<file path="src/rtl/spi_frame_loader_if.sv">
// Bus bundle between the SPI slave byte port, BRAM port B and the frame loader.
// The loader uses the slave modport; the environment (SPI slave + BRAM) uses master.
interface spi_frame_loader_if #(
    parameter int unsigned ADDRESS_WIDTH = 13
);
    logic [7:0]               spi_dout;
    logic                     spi_done;
    logic                     spi_selected;
    logic [7:0]               spi_din;
    logic                     mem_we;
    logic [ADDRESS_WIDTH-1:0] mem_addr;
    logic [7:0]               mem_din;
    logic [7:0]               mem_dout;
    logic                     frame_commit;
    logic                     busy;
    logic                     err_cmd;

    modport slave (
        input  spi_dout, spi_done, spi_selected, mem_dout,
        output spi_din, mem_we, mem_addr, mem_din, frame_commit, busy, err_cmd
    );

    modport master (
        output spi_dout, spi_done, spi_selected, mem_dout,
        input  spi_din, mem_we, mem_addr, mem_din, frame_commit, busy, err_cmd
    );
endinterface

</file>
<file path="src/rtl/spi_frame_loader.sv">
// Host command parser: cmd byte, 16-bit address, data stream -> BRAM writes (optional readback).
// Readback path (cmd 0x02, prefetching READ state) is built only with SPI_FRAME_LOADER_READBACK_EN.
module spi_frame_loader #(
    parameter int unsigned ADDRESS_WIDTH = 13
) (
    input logic                 clk,
    input logic                 rst_n,
    spi_frame_loader_if.slave   bus_io
);
    typedef enum logic [2:0] {
        StIdle, StCmd, StAddrHi, StAddrLo, StWrite, StDiscard
`ifdef SPI_FRAME_LOADER_READBACK_EN
        , StRead
`endif
    } state_e;

    localparam logic [ADDRESS_WIDTH-1:0] AddrOne = 1;

    state_e                   state_q, state_d;
    logic [ADDRESS_WIDTH-1:0] addr_q, addr_d;
    logic [7:0]               addr_hi_q, addr_hi_d;
    logic                     wrote_q, wrote_d;
    logic                     err_q, err_d;
    logic                     commit_q, commit_d;
    logic                     mem_we_q, mem_we_d;
    logic [ADDRESS_WIDTH-1:0] mem_addr_q, mem_addr_d;
    logic [7:0]               mem_din_q, mem_din_d;
`ifdef SPI_FRAME_LOADER_READBACK_EN
    logic                     rd_mode_q, rd_mode_d;
    // Two-stage prefetch: address issued -> BRAM data valid -> captured into spi_din.
    logic                     pf1_q, pf1_d, pf2_q, pf2_d;
    logic [7:0]               spi_din_q, spi_din_d;
`endif

    always_comb begin
        state_d    = state_q;
        addr_d     = addr_q;
        addr_hi_d  = addr_hi_q;
        wrote_d    = wrote_q;
        err_d      = err_q;
        commit_d   = 1'b0;
        mem_we_d   = 1'b0;
        mem_addr_d = mem_addr_q;
        mem_din_d  = mem_din_q;
`ifdef SPI_FRAME_LOADER_READBACK_EN
        rd_mode_d  = rd_mode_q;
        pf1_d      = 1'b0;
        pf2_d      = pf1_q;
        spi_din_d  = spi_din_q;
`endif
        case (state_q)
            StIdle: begin
                if (wrote_q) begin
                    commit_d = 1'b1;
                    wrote_d  = 1'b0;
                end
                if (bus_io.spi_selected) begin
                    state_d = StCmd;
                    wrote_d = 1'b0;
                end
            end
            StCmd: begin
                if (bus_io.spi_done) begin
                    case (bus_io.spi_dout)
                        8'h01: begin
                            state_d = StAddrHi;
`ifdef SPI_FRAME_LOADER_READBACK_EN
                            rd_mode_d = 1'b0;
`endif
                        end
`ifdef SPI_FRAME_LOADER_READBACK_EN
                        8'h02: begin
                            state_d   = StAddrHi;
                            rd_mode_d = 1'b1;
                        end
`endif
                        default: begin
                            state_d = StDiscard;
                            err_d   = 1'b1;
                        end
                    endcase
                end
            end
            StAddrHi: begin
                if (bus_io.spi_done) begin
                    addr_hi_d = bus_io.spi_dout;
                    state_d   = StAddrLo;
                end
            end
            StAddrLo: begin
                if (bus_io.spi_done) begin
                    // Cast drops address bits at or above ADDRESS_WIDTH.
                    addr_d  = ADDRESS_WIDTH'({addr_hi_q, bus_io.spi_dout});
                    state_d = StWrite;
`ifdef SPI_FRAME_LOADER_READBACK_EN
                    if (rd_mode_q) begin
                        state_d    = StRead;
                        mem_addr_d = ADDRESS_WIDTH'({addr_hi_q, bus_io.spi_dout});
                        pf1_d      = 1'b1;
                    end
`endif
                end
            end
            StWrite: begin
                if (bus_io.spi_done) begin
                    mem_we_d   = 1'b1;
                    mem_addr_d = addr_q;
                    mem_din_d  = bus_io.spi_dout;
                    addr_d     = addr_q + AddrOne;
                    wrote_d    = 1'b1;
                end
            end
`ifdef SPI_FRAME_LOADER_READBACK_EN
            StRead: begin
                if (bus_io.spi_done) begin
                    addr_d     = addr_q + AddrOne;
                    mem_addr_d = addr_q + AddrOne;
                    pf1_d      = 1'b1;
                end
            end
`endif
            StDiscard: ;
            default: state_d = StIdle;
        endcase

        if (state_q != StIdle && !bus_io.spi_selected) begin
            state_d = StIdle;
        end

`ifdef SPI_FRAME_LOADER_READBACK_EN
        if (state_q != StRead) begin
            spi_din_d = 8'h00;
        end else if (pf2_q) begin
            spi_din_d = bus_io.mem_dout;
        end
`endif
    end

    always_ff @(posedge clk or negedge rst_n) begin
        if (!rst_n) begin
            state_q    <= StIdle;
            addr_q     <= '0;
            addr_hi_q  <= 8'h00;
            wrote_q    <= 1'b0;
            err_q      <= 1'b0;
            commit_q   <= 1'b0;
            mem_we_q   <= 1'b0;
            mem_addr_q <= '0;
            mem_din_q  <= 8'h00;
`ifdef SPI_FRAME_LOADER_READBACK_EN
            rd_mode_q  <= 1'b0;
            pf1_q      <= 1'b0;
            pf2_q      <= 1'b0;
            spi_din_q  <= 8'h00;
`endif
        end else begin
            state_q    <= state_d;
            addr_q     <= addr_d;
            addr_hi_q  <= addr_hi_d;
            wrote_q    <= wrote_d;
            err_q      <= err_d;
            commit_q   <= commit_d;
            mem_we_q   <= mem_we_d;
            mem_addr_q <= mem_addr_d;
            mem_din_q  <= mem_din_d;
`ifdef SPI_FRAME_LOADER_READBACK_EN
            rd_mode_q  <= rd_mode_d;
            pf1_q      <= pf1_d;
            pf2_q      <= pf2_d;
            spi_din_q  <= spi_din_d;
`endif
        end
    end

`ifdef SPI_FRAME_LOADER_READBACK_EN
    assign bus_io.spi_din = (state_q == StRead) ? spi_din_q : 8'h00;
`else
    logic unused_mem_dout;
    assign unused_mem_dout = ^bus_io.mem_dout;
    assign bus_io.spi_din  = 8'h00;
`endif

    assign bus_io.mem_we       = mem_we_q;
    assign bus_io.mem_addr     = mem_addr_q;
    assign bus_io.mem_din      = mem_din_q;
    assign bus_io.frame_commit = commit_q;
    assign bus_io.busy         = (state_q != StIdle);
    assign bus_io.err_cmd      = err_q;
endmodule

</file>
<file path="src/flat_wrapper.sv">
// flat-port wrapper written by rule: the top's interface ports become plain ports
module spi_frame_loader_flat 
#(
    parameter int unsigned ADDRESS_WIDTH = 13
)
  (clk, rst_n, bus_io_spi_dout, bus_io_spi_done, bus_io_spi_selected, bus_io_mem_dout, bus_io_spi_din, bus_io_mem_we, bus_io_mem_addr, bus_io_mem_din, bus_io_frame_commit, bus_io_busy, bus_io_err_cmd);
  spi_frame_loader_if #(.ADDRESS_WIDTH(ADDRESS_WIDTH)) bus_io_i ();
  input logic clk;
  input logic rst_n;
  input wire logic [$bits(bus_io_i.spi_dout)-1:0] bus_io_spi_dout;
  input wire logic [$bits(bus_io_i.spi_done)-1:0] bus_io_spi_done;
  input wire logic [$bits(bus_io_i.spi_selected)-1:0] bus_io_spi_selected;
  input wire logic [$bits(bus_io_i.mem_dout)-1:0] bus_io_mem_dout;
  output wire logic [$bits(bus_io_i.spi_din)-1:0] bus_io_spi_din;
  output wire logic [$bits(bus_io_i.mem_we)-1:0] bus_io_mem_we;
  output wire logic [$bits(bus_io_i.mem_addr)-1:0] bus_io_mem_addr;
  output wire logic [$bits(bus_io_i.mem_din)-1:0] bus_io_mem_din;
  output wire logic [$bits(bus_io_i.frame_commit)-1:0] bus_io_frame_commit;
  output wire logic [$bits(bus_io_i.busy)-1:0] bus_io_busy;
  output wire logic [$bits(bus_io_i.err_cmd)-1:0] bus_io_err_cmd;
  assign bus_io_i.spi_dout = bus_io_spi_dout;
  assign bus_io_i.spi_done = bus_io_spi_done;
  assign bus_io_i.spi_selected = bus_io_spi_selected;
  assign bus_io_i.mem_dout = bus_io_mem_dout;
  assign bus_io_spi_din = bus_io_i.spi_din;
  assign bus_io_mem_we = bus_io_i.mem_we;
  assign bus_io_mem_addr = bus_io_i.mem_addr;
  assign bus_io_mem_din = bus_io_i.mem_din;
  assign bus_io_frame_commit = bus_io_i.frame_commit;
  assign bus_io_busy = bus_io_i.busy;
  assign bus_io_err_cmd = bus_io_i.err_cmd;
  spi_frame_loader #(.ADDRESS_WIDTH(ADDRESS_WIDTH)) u_core (.clk(clk), .rst_n(rst_n), .bus_io(bus_io_i));
endmodule
</file>
<file path="config.mk">
export PLATFORM = sky130hd
export DESIGN_NAME = spi_frame_loader_flat
export DESIGN_NICKNAME = d
export VERILOG_FILES = /design/src/rtl/spi_frame_loader_if.sv /design/src/rtl/spi_frame_loader.sv /design/src/flat_wrapper.sv
export SDC_FILE = /design/constraint.sdc
export NUM_CORES = 1
export LEC_CHECK = 0
export CORE_MARGIN = 10
export CORE_UTILIZATION = 40
export DETAILED_ROUTE_END_ITERATION = 8
export PLACE_DENSITY = 0.72
export SETUP_SLACK_MARGIN = 0.1
export SLEW_MARGIN = 20
export SYNTH_ARGS = -nofsm -noshare
export SYNTH_HDL_FRONTEND = slang
export SYNTH_SLANG_ARGS = --single-unit
</file>
<file path="constraint.sdc">
create_clock -name clk -period 1.7 [get_ports clk]
set_clock_uncertainty 0.2 [all_clocks]
set_input_delay 0.17 -clock clk [delete_from_list [all_inputs] [get_ports clk]]
set_output_delay 0.17 -clock clk [all_outputs]
set_load 0.05 [all_outputs]
</file>
# Word level (Yosys, flattened, before mapping)
# Index checks and enable logic that the tools add are counted.
# W data, S select, Z words.
totals:
  regBits: 46
  input_bits: 20
  output_inout_bits: 33
  elab_cells: 53
op_classes:
  add_sub_neg: 1
  n_eq_ne: 13
  mux: 16
  bitwise: 1
  n_reduce_logical: 13
ops:
  columns: ["op", "count"]
  rows:
  - ["$mux W13", 2]
  - ["$pmux W13 S2", 1]
  - ["$mux W3", 6]
  - ["$pmux W3 S5", 1]
  - ["$add A13 B1 Y13 const B", 1]
  - ["$ne A3 B2 Y1 const B", 4]
  - ["$eq A8 B1 Y1 const B", 1]
  - ["$eq A3 B2 Y1 const B", 2]
  - ["$eq A3 B3 Y1 const B", 2]
  - ["$reduce_and A2 Y1", 3]
  - ["$reduce_and A3 Y1", 2]
  - ["$mux W1", 5]
  - ["$reduce_and A5 Y1", 1]
  - ["$ne A2 B2 Y1 const B", 2]
  - ["$reduce_bool A2 Y1", 2]
  - ["$eq A3 B1 Y1 const B", 1]
  - ["$logic_not A3 Y1", 1]
  - ["$reduce_bool A3 Y1", 1]
  - ["$ne A2 B1 Y1 const B", 1]
  - ["$pmux W1 S2", 1]
  - ["$reduce_or A2 Y1", 1]
  - ["$logic_and A1 B1 Y1", 1]
  - ["$logic_not A1 Y1", 1]
  - ["$not A1 Y1", 1]

# Depth between registers and ports, before layout
logic_depth:
  ltp_word: 5
  depth_mapped: 7
  mapped_depth_nobuf: 5

# Least setup slack after synthesis
# OpenSTA, ideal clock, no wires.
synth_timing:
  kind: "register to register"
  start: "register u_core.state_q[0]"
  end: "register u_core.addr_q[7]"
  setup_time_ns: 0.137
  arrival_time_ns: 1.447
  required_time_ns: 1.363
  slack_ns: -0.084
  path_stages_with_launch: 6
  n_path_buf: 1
  period_less_slack_ns: 1.784
  cell_sequence: "dfrtp_1 -> buf_6 -> or3b_4 -> or2_1 -> o32ai_1 -> a21oi_1"
synth_via:
  elab_chain_cells: 3
  word_cells_on_any_way: 7
  classes_between: "eq/ne (4); mux (1); reduce/logical (2)"
synth_rtl:
  columns: ["element", "line_no", "text"]
  rows:
  - ["from (decl)", "spi_frame_loader.sv:19", "state_e state_q, state_d;"]
  - ["from (signal assigned)", "spi_frame_loader.sv:141", "state_q <= StIdle;"]
  - ["from (signal assigned)", "spi_frame_loader.sv:157", "state_q <= state_d;"]
  - ["$eq A3 B3 Y1 / $eq A3 B2 Y1 (equally long branches)", "spi_frame_loader.sv:51", "case (state_q)"]
  - ["$ne A2 B2 Y1 (no line) / $reduce_bool A2 Y1 (equally long branches)", null, null]
  - ["$reduce_and A3 Y1 (no line)", null, null]
  - ["to (signal assigned)", "spi_frame_loader.sv:158", "addr_q <= addr_d;"]
  - ["to (decl)", "spi_frame_loader.sv:20", "logic [ADDRESS_WIDTH-1:0] addr_q, addr_d;"]
# Several ways; a longest one is shown, not always the timed one.
# A chain may end at the register's enable or synchronous reset.

# Worst setup path in the final report
layout_timing:
  start: "register u_core.state_q[1]"
  end: "register u_core.addr_q[7]"
# Same word-level chain as after synthesis.

==> qor.txt <==
Status: finished, violations left
Failing checks: negative setup slack
Mapped Area: 2185 sq um
Fin crit period: 1.802 ns
Clk Latency, worst-skew pair: 0.30 ns
Leakage: 1.573 nW
Crit path DAT: 1.78 ns
Reg2reg setup slack: -0.10 ns
Fmax: 0.5551 GHz
First-pass GRT wire length: 9.991 mm
EDFF count, synth: 0
Nets@finish: 344
Ratio of routed vias to standard cells: 5.142
Worst relative slew slack: 0.6650
CP Data Required Time: 1.68 ns
Pins Over Slew Limit: 0
Reg clk slew, reported paths: 0.09 ns
DR WL/cell: 15.78 um
Fin crit share: 1.060
Hold Fails Final Rpt: 0
Post-detail-place hpwl: 4.142 mm
Synth warnings: 0
Worst min path class: primary input to flip-flop
Clock buffer count from CTS: 5
Synth Flop Type: dfrtp_1
Die Y: 93.90 um
TritonRoute pass-1 iters: 4
Gate Count Post-Synth: 234
Setup crit end: u_core.addr_q[7]
Total number of vias: 2026
Critical Path Source: u_core.state_q[1]
GPL Wtd Cong: 0.8784
Max_cap viols: 0
Tightest Pin Transition: 0.5025 ns
# fillers: 418
CTS max path bufs: 2
DRT iter0 DRCs: 108
Vias in the first global route: 2079
Register area share after synthesis: 0.5269
Antenna-violating nets left: 0
Starting Density: 0.4197
Area of the multi-input gates: 1070 sq um
Post-Route Utilization: 0.6349
Clock sink count: 46
CTS tree: yes
RSZ-0062 raised after global routing: yes
Post-layout worst setup margin: -0.1015 ns
Crit path max fanout: 4
Layout area overhead: 51.26%
RR Endpoint: u_core.addr_q[7]
Site Rows: 26
Distinct cells, synth: 43
DP Worst Slack: -0.2313 ns
Die X: 93.90 um
Finish-stage setup viols: 4
H-tree Lvls: 2
Floorplan core area: 5205 sq um
Fin Hold WS: 0.05550 ns
Initial antenna violation count: 0
GR Util All Layers: 0.1400
CTS root buf: clkbuf_8
Crit path launch type: flip-flop
Syn Area/Cell: 9.336 sq um
# DRC: 0
Crit Reg-Reg Startpoint: u_core.state_q[1]
Input/output buffers: 36
# IOs: 53
Maximum vdd drop: 0.0006660 V
Critical path type: flip-flop to flip-flop
Synth async-reset ratio: 1.000
Reg area: 1151 sq um
#FFs+latches synth: 46
Largest net degree at the start of global routing: 28
Final wirelength: 6.217 mm
Die area: 8817 sq um
Grt ovf: 0
ANT cells: 0
Worst Setup End Kind: flip-flop
FF-to-FF path depth: 4
PwrDens: 1269 nW/um^2
Share of cells above drive strength 1: 0.3951
## power by group
group / switching [mW] / total (mW) / internal [mW]
combinational: 1.19 / 1.81 / 0.629
sequential: 0.199 / 1.57 / 1.37
clock: 0.377 / 0.810 / 0.433
## synthesized netlist by cell type, types with 2 or more instances
library cell / count / area (sq um)
nand2_1: 76 / 285.3
dfrtp_1: 46 / 1151
a21oi_1: 22 / 110.1
buf_4: 9 / 67.56
nor2_1: 6 / 22.52
mux2_1: 5 / 56.30
nand3_1: 5 / 25.02
o21ai_0: 5 / 25.02
o31ai_1: 5 / 37.54
buf_2: 4 / 20.02
o22ai_1: 4 / 25.02
o32ai_1: 4 / 35.03
clkbuf_1: 3 / 11.26
inv_1: 3 / 11.26
or3_1: 3 / 18.77
a31oi_1: 2 / 12.51
buf_1: 2 / 7.510
buf_6: 2 / 22.52
inv_2: 2 / 7.510
nand4_1: 2 / 12.51
o21a_1: 2 / 15.01
## cells by family after synthesis
family                     synth area share
muxes                               0.02577
and+or+nand+nor                      0.2217
AOI/OAI and AO/OA                    0.1506
DFF                                  0.5269
other                              0.001717
buffers and inverters               0.06758
adders and majority gates          0.005726
## registers in the layout, indices dropped and copies added (netlist names)
signal and flops:
u_core.bus_io.mem_din 8, u_core.bus_io.mem_addr 13, u_core.bus_io.err_cmd 1, u_core.bus_io.frame_commit 1
u_core.wrote_q 1, u_core.addr_q 13, u_core.addr_hi_q 5, u_core.bus_io.mem_we 1
u_core.state_q 3
## worst min-delay path by stage
stage / start / to / slack, ns / cells after the start
floorplan: rst_n / u_core.addr_hi_q[0] / -0.33 / 0
global placement: rst_n / u_core.bus_io.frame_commit / -0.03 / 1
detailed placement: rst_n / u_core.bus_io.frame_commit / -0.04 / 1
CTS: bus_io_spi_dout[6] / u_core.bus_io.mem_din[6] / 0.16 / 4
global route: bus_io_spi_dout[5] / u_core.bus_io.mem_din[5] / 0.09 / 4
finish: bus_io_spi_dout[5] / u_core.bus_io.mem_din[5] / 0.06 / 4
## layer usage
layer	vias to the layer above	wire length (um)	global-route usage
li1	973	-	-
met1	968	2636	0.1721
met2	79	3018	0.2224
met3	6	452	0.03677
met4	0	110	0.06709
met5	-	0	0
## final cells by class
cell class / instances / share of cell area
Multi-Input combinational cell: 170 / 0.3237
Clock inverter: 3 / 0.01212
Inverter: 5 / 0.008709
Tap cell: 70 / 0.02651
Clock buffer: 5 / 0.02083
Sequential cell: 46 / 0.3484
Timing Repair Buffer: 95 / 0.2597
## worst max-delay path, cell delays in order (launching register included)
cell and delay, ns:
dfrtp_1 0.42, or3b_4 0.44, or2_4 0.27, o32ai_2 0.23, a21oi_1 0.12
## per-stage QoR
step	power, mW	setup TNS (ns)	cells	area (sq um)
after floorplan	2.627	-0.1129	241	2222
after global placement	3.218	-4.870	369	2810
after detailed placement	3.247	-5.886	369	2810
after CTS	4.119	-0.1723	387	3127
after global routing	4.437	-1.812	394	3304
final	4.194	-0.2129	394	3304
## timing repair
item	4_1_cts	5_1_grt
endpoints found under the setup margin	40	43
endpoints found under the hold margin	25	0
gates resized for setup	35	28
cloned	2	1
pin swaps	9	14
hold buffers	1	0
setup buffers	7	6
## placed cells by master (no fill, tap or decap), drive strengths merged, types with 3 or more instances in the layout
cell type,count
a21oi,22
buf,83
clkbuf,6
clkdlybuf4s50,6
conb,8
dfrtp,46
dlymetal6s2s,3
inv,5
mux2,5
nand2,76
nand3,6
nor2,6
o21ai,6
o22ai,4
o31ai,5
o32ai,4
or3,3
Note: power is estimated with default switching activity, not from simulation.
